<file path="config.mk">
export PLATFORM = sky130hd
export DESIGN_NAME = audio_dac_serializer
export DESIGN_NICKNAME = d
export VERILOG_FILES = /design/src/rtl/audio_dac_serializer.sv
export SDC_FILE = /design/constraint.sdc
export NUM_CORES = 1
export LEC_CHECK = 0
export ABC_AREA = 0
export CORE_UTILIZATION = 50
export CTS_BUF_LIST = sky130_fd_sc_hd__clkbuf_8 sky130_fd_sc_hd__clkbuf_16
export DETAILED_ROUTE_END_ITERATION = 12
export GPL_ROUTABILITY_DRIVEN = 0
export HOLD_SLACK_MARGIN = 0.12
export PLACE_DENSITY = 0.66
export RECOVER_POWER = 25
export SYNTH_ARGS = -nofsm -noshare
export SYNTH_HDL_FRONTEND = slang
export SYNTH_SLANG_ARGS = --single-unit
</file>
<file path="constraint.sdc">
create_clock -name CLOCK_50 -period 7.63 [get_ports CLOCK_50]
set_input_delay 1.1445 -clock CLOCK_50 [delete_from_list [all_inputs] [get_ports CLOCK_50]]
set_output_delay 1.1445 -clock CLOCK_50 [all_outputs]
set_load 0.01 [all_outputs]
</file>
<file path="src/rtl/audio_dac_serializer.sv">
// audio_dac_serializer: buffers stereo samples in a FIFO and shifts them out
// as I2S on AUD_DACDAT. AUD_BCLK and AUD_DACLRCK come from the codec and are
// resynchronised into the CLOCK_50 domain.
module audio_dac_serializer #(
    parameter int DATA_WIDTH = 32,
    parameter int FIFO_DEPTH = 16,
    parameter int ADDR_WIDTH = 4
) (
    input  logic                  CLOCK_50,
    input  logic                  resetn,
    input  logic [DATA_WIDTH-1:0] left_channel_audio_out,
    input  logic [DATA_WIDTH-1:0] right_channel_audio_out,
    input  logic                  write_audio_out,
    output logic                  audio_out_allowed,
    input  logic                  clear_audio_out_memory,
    input  logic                  AUD_BCLK,
    input  logic                  AUD_DACLRCK,
    output logic                  AUD_DACDAT,
    output logic [ADDR_WIDTH:0]   fifo_level,
    output logic [15:0]           underflow_count
);

    localparam int                  CNT_W      = $clog2(DATA_WIDTH + 1);
    localparam logic [CNT_W-1:0]    SLOT_BITS  = CNT_W'(DATA_WIDTH);
    localparam logic [ADDR_WIDTH:0] LEVEL_FULL = (ADDR_WIDTH + 1)'(FIFO_DEPTH);
    localparam logic [ADDR_WIDTH:0] LEVEL_ONE  = (ADDR_WIDTH + 1)'(1);

    typedef enum logic [1:0] {
        WAIT_SYNC,
        LEFT,
        RIGHT
    } state_t;

    function automatic logic [15:0] sat_inc16(input logic [15:0] v);
        return (v == 16'hFFFF) ? v : v + 16'd1;
    endfunction

    state_t                    state, state_next;
    logic                      bclk_p0, bclk_p1, bclk_p2;
    logic                      lrck_p0, lrck_p1, lrck_smp;
    logic                      bclk_fall, lr_edge;
    logic                      frame_start, enter_right;
    logic                      push, pop, fifo_empty;
    logic [ADDR_WIDTH-1:0]     wr_ptr, rd_ptr;
    logic [ADDR_WIDTH:0]       level_next;
    logic [2*DATA_WIDTH-1:0]   mem [FIFO_DEPTH];
    logic [2*DATA_WIDTH-1:0]   rd_data;
    logic [DATA_WIDTH-1:0]     hold_r, shift_reg;
    logic [CNT_W-1:0]          bit_cnt;
    logic                      shift_en;

    // sync stage boundary: codec clocks into the CLOCK_50 domain
    always_ff @(posedge CLOCK_50 or negedge resetn) begin
        if (!resetn) begin
            bclk_p0  <= 1'b0;
            bclk_p1  <= 1'b0;
            bclk_p2  <= 1'b0;
            lrck_p0  <= 1'b0;
            lrck_p1  <= 1'b0;
            lrck_smp <= 1'b0;
        end else begin
            bclk_p0 <= AUD_BCLK;
            bclk_p1 <= bclk_p0;
            bclk_p2 <= bclk_p1;
            lrck_p0 <= AUD_DACLRCK;
            lrck_p1 <= lrck_p0;
            if (bclk_fall) lrck_smp <= lrck_p1;
        end
    end

    assign bclk_fall = bclk_p2 & ~bclk_p1;
    assign lr_edge   = bclk_fall & (lrck_p1 != lrck_smp);

    // FSM state register
    always_ff @(posedge CLOCK_50 or negedge resetn) begin
        if (!resetn) state <= WAIT_SYNC;
        else         state <= state_next;
    end

    // FSM next state: frame changes only on a sampled LRCK edge
    always_comb begin
        state_next  = state;
        frame_start = 1'b0;
        enter_right = 1'b0;
        if (lr_edge) begin
            case (state)
                WAIT_SYNC: if (!lrck_p1) begin
                    state_next  = LEFT;
                    frame_start = 1'b1;
                end
                LEFT: if (lrck_p1) begin
                    state_next  = RIGHT;
                    enter_right = 1'b1;
                end
                RIGHT: if (!lrck_p1) begin
                    state_next  = LEFT;
                    frame_start = 1'b1;
                end
                default: state_next = WAIT_SYNC;
            endcase
        end
    end

    // A flush overrides both ends: the push is lost and the pop sees empty
    assign fifo_empty = (fifo_level == '0);
    assign push       = write_audio_out & audio_out_allowed & ~clear_audio_out_memory;
    assign pop        = frame_start & ~fifo_empty & ~clear_audio_out_memory;
    assign rd_data    = mem[rd_ptr];

    // Next FIFO occupancy, net of a simultaneous push and pop
    always_comb begin
        level_next = fifo_level;
        if (clear_audio_out_memory) level_next = '0;
        else if (push && !pop)      level_next = fifo_level + LEVEL_ONE;
        else if (pop && !push)      level_next = fifo_level - LEVEL_ONE;
    end

    // FIFO control: pointers, level, back-pressure and underflow statistics
    always_ff @(posedge CLOCK_50 or negedge resetn) begin
        if (!resetn) begin
            wr_ptr            <= '0;
            rd_ptr            <= '0;
            fifo_level        <= '0;
            audio_out_allowed <= 1'b0;
            underflow_count   <= 16'd0;
        end else begin
            if (clear_audio_out_memory) begin
                wr_ptr <= '0;
                rd_ptr <= '0;
            end else begin
                if (push) wr_ptr <= wr_ptr + 1'b1;
                if (pop)  rd_ptr <= rd_ptr + 1'b1;
            end
            fifo_level        <= level_next;
            audio_out_allowed <= (level_next != LEVEL_FULL);
            if (frame_start && !pop) underflow_count <= sat_inc16(underflow_count);
        end
    end

    // FIFO storage, {left, right} per entry
    always_ff @(posedge CLOCK_50) begin
        if (push) mem[wr_ptr] <= {left_channel_audio_out, right_channel_audio_out};
    end

    // Data bits shift on every fall inside the active part of a slot
    assign shift_en = bclk_fall & ~lr_edge & (state != WAIT_SYNC) & (bit_cnt < SLOT_BITS);

    // Sample path: the left word goes straight to the shifter at frame start,
    // the right word waits in hold_r until the LRCK 0->1 edge
    always_ff @(posedge CLOCK_50) begin
        if (frame_start) begin
            if (pop) begin
                shift_reg <= rd_data[2*DATA_WIDTH-1:DATA_WIDTH];
                hold_r    <= rd_data[DATA_WIDTH-1:0];
            end else begin
                shift_reg <= '0;
                hold_r    <= '0;
            end
        end else if (enter_right) begin
            shift_reg <= hold_r;
        end else if (shift_en) begin
            shift_reg <= {shift_reg[DATA_WIDTH-2:0], 1'b0};
        end
    end

    // Serial output: delay slot on the LRCK edge, then MSB..LSB, then zeros
    always_ff @(posedge CLOCK_50 or negedge resetn) begin
        if (!resetn) begin
            bit_cnt    <= '0;
            AUD_DACDAT <= 1'b0;
        end else if (bclk_fall) begin
            if (lr_edge) begin
                bit_cnt    <= '0;
                AUD_DACDAT <= 1'b0;
            end else if (shift_en) begin
                bit_cnt    <= bit_cnt + 1'b1;
                AUD_DACDAT <= shift_reg[DATA_WIDTH-1];
            end else begin
                AUD_DACDAT <= 1'b0;
            end
        end
    end

endmodule

</file>
==> results by group <==
Die
  – DIE WIDTH: just under 300 µm
  – Die Height: between 200 and 300 µm
  – Core area: between 80000 and 90000 µm²
  – Initial core utilization: 50.8%
  – Top Ports: just over 90
  – Rows: approximately 110
  – Die area: approximately 88000 µm²

Synth
  – Largest cells by area after synthesis: edfxtp_1 (75%), mux4_2 (17%), dfrtp_1 (2.6%), mux2i_1 (0.76%), and3_1 (0.53%)
  – Seq/Total Area, Yosys: between 70% and 80%
  – Ys async rst share: approximately 4%
  – Most common cell in the netlist: edfxtp_1
  – Share of the synthesized area in the top cell type: around three quarters
  – Synthesized area per cell: between 20 and 25 µm²
  – EDFF count, synth: about 1100
  – Yosys top cell by area: edfxtp_1
  – Top FF cell, synth: edfxtp_1
  – Synth unique cells: 46
  – Yosys reg bits: 1133
  – Post-Syn Area: approximately 44000 µm²
  – Synth cell count leaders: edfxtp_1 (1088), mux4_2 (320), clkbuf_1 (46)
  – Syn Nets: slightly below 2000
  – Synthesized netlist cell count: 1867
  – Number of synthesis warnings: 0

Clock network
  – Root Buffer: clkbuf_16
  – Sink Count: about 1100
  – CTS Buf Count: approximately 110
  – Worst skew pair latency: approximately 670 ps
  – CTS tree: yes
  – Post-CTS setup buffer count: 0
  – CTS clock-pin slew for the worst setup and hold paths: 60 ps
  – # hold bufs at CTS: 0
  – Post-CTS Resized: 0
  – H-Tree Depth: 3
  – Clock Path Buffers: 3

Power and ir drop
  – Overall Power: approximately 13 mW
  – Leak Pwr: 15.1 nW
  – Max VDD drop: ~0.00019 V
  – Cell Pwr Density: ~250 nW/µm²

GRT
  – Total GRT Usage: about a fifth
  – Largest net degree at the start of global routing: 114
  – Vias in the first global route: between 20000 and 25000
  – GR Overflow Total: 0
  – Antenna violations before repair: 15
  – First-pass GRT wire length: 135 mm

Final layout
  – Layout cells sized above 1: 25.3%
  – Max reg flops: around 1000
  – Multi-input logic area: 9280 µm²
  – Post-route core utilization: 57.5%
  – Fill cell count: 6179
  – Area Overhead vs Synth: 13.1%
  – Register area: about 34000 µm²
  – Layout Nets: between 2000 and 2500

Run status
  – Failing checks: capacitance limit, slew limit
  – Outcome: finished, violations left

Run
  – Maxcap violations: 1

Timing
  – Rel. slew slack: -58.9%
  – RSZ-0062 raised after global routing: no
  – Fin Clk Skew: roughly 27 ps
  – Post-route setup TNS: 0 ps
  – Post-route minimum period: 3950 ps
  – Final cycle utilization of the critical path: between 50% and 60%
  – Slew at the pin with the worst max-slew slack: approximately 2400 ps
  – Final Hold Fails: 0
  – Highest clock rate: ~250 MHz
  – Max-slew violation count: 46
  – Final setup violating endpoints: 0

Drt
  – Vias per std cell: 5.97
  – WL/cell: roughly 28 µm
  – Routed wire length: around 90 mm
  – DR DRC count: 0
  – Drt pass-1 iters: 5
  – Remaining antenna violation count after routing: 0
  – Initial DRC count: between 1500 and 2000
  – Vias: a little under 20000

Setup path
  – WP data required: about 8000 ps
  – Crit path max fanout: 43
  – WP data arrival: ~4200 ps
  – CP Launch Type: primary input
  – Critical Path Sink Type: flop
  – Critical-path top delay cell: clkdlybuf4s50_1
  – Worst Setup Path Type: primary input to flop
  – Slowest stage delay, CP: roughly 800 ps
  – Cells along the critical path: clkdlybuf4s50_1, nor2_1, nand2_1, nor2_4, buf_4

Hold path
  – Worst hold path class: flop to flop

Placement
  – Post-DP HPWL: around 48 mm
  – Number of buffers added on ports: slightly above 90
worst paths after layout:
kind                                             start             endpoint  slack [ps]  cells after the start
worst max-delay path            clear_audio_out_memory            mem[8][4]        3680                      5
worst min-delay path                           bclk_p0              bclk_p1         350                      0
worst max register to register               rd_ptr[0]            hold_r[0]        4060                      4
worst min register to register                 bclk_p0              bclk_p1         350                      0
max in group asynchronous                       resetn            rd_ptr[3]        4730                      1
min in group asynchronous                       resetn  underflow_count[10]        1200                      1
worst max-delay path, delay by kind of cell:
family | cells | cell delay, ps
buffers and inverters | 2 | 1550
AND/OR/NAND/NOR | 3 | 1490
kinds of logic (layout without fill, tap and decap cells):
logic type	after synthesis	after routing	share of synthesized area, %
xor gates and xnor gates	28	28	0.563
buffers and inverters	111	342	1.34
DFF	1133	1133	77.6
AOI/OAI and AO/OA	55	55	0.716
other	0	2	0
muxes	356	356	17.4
and+or+nand+nor	174	174	2.09
adders and majority gates	10	10	0.287
cell usage in the layout, fill, tap and decap left out, types with 25 or more instances in the layout:
master           instances
dlygate4sd3_1           37
mux4_2                 320
and3_1                  36
buf_4                   31
edfxtp_1              1088
clkdlybuf4s50_1         54
inv_1                   43
o21ai_1                 31
clkbuf_16              113
mux2i_1                 33
nor2_1                  25
dfrtp_1                 41
clkinv_1                26
nand3_1                 37
nand2_1                 26
metrics by stage:
stage / hold WS, ps / worst slack (ps) / cell area, µm² / instances
6_report: 349 / 3680 / 49200 / 3244
5_1_grt: 359 / 3500 / 49200 / 3242
4_1_cts: 351 / 3710 / 49200 / 3242
3_5_place_dp: 344 / 2980 / 45800 / 3035
3_3_place_gp: 334 / 3060 / 45800 / 3035
2_1_floorplan: 331 / 1070 / 43500 / 1867
where the power goes:
| part | internal, mW | leakage (nW) | switching [mW] | total, mW |
|---|---|---|---|---|
| combinational | 0.160 | 2.92 | 0.249 | 0.409 |
| sequential | 6.92 | 10.4 | 0.0537 | 6.97 |
| clock | 2.89 | 1.83 | 2.24 | 5.12 |
layer usage:
layer  global-route usage (%)  share of wire [%]  up-vias  wire (µm)
met5                        0              0.040        -         36
met4                     5.30                2.2        6       1980
met3                     3.58                5.5      145       4980
met2                     34.4                 51      594      45600
met1                     28.7                 41    10400      37200
li1                         -                  -     8216          -
area by class of cell:
type	count	share of cell area (%)
antenna	2	0.0102
clock buffer	114	5.77
inverter	9	0.0737
tap	1144	2.91
timing repair buffer	126	2.45
clock inverter	93	1.24
multi-input combinational	623	18.9
sequential	1133	68.7
(Power assumes the default switching activity.)
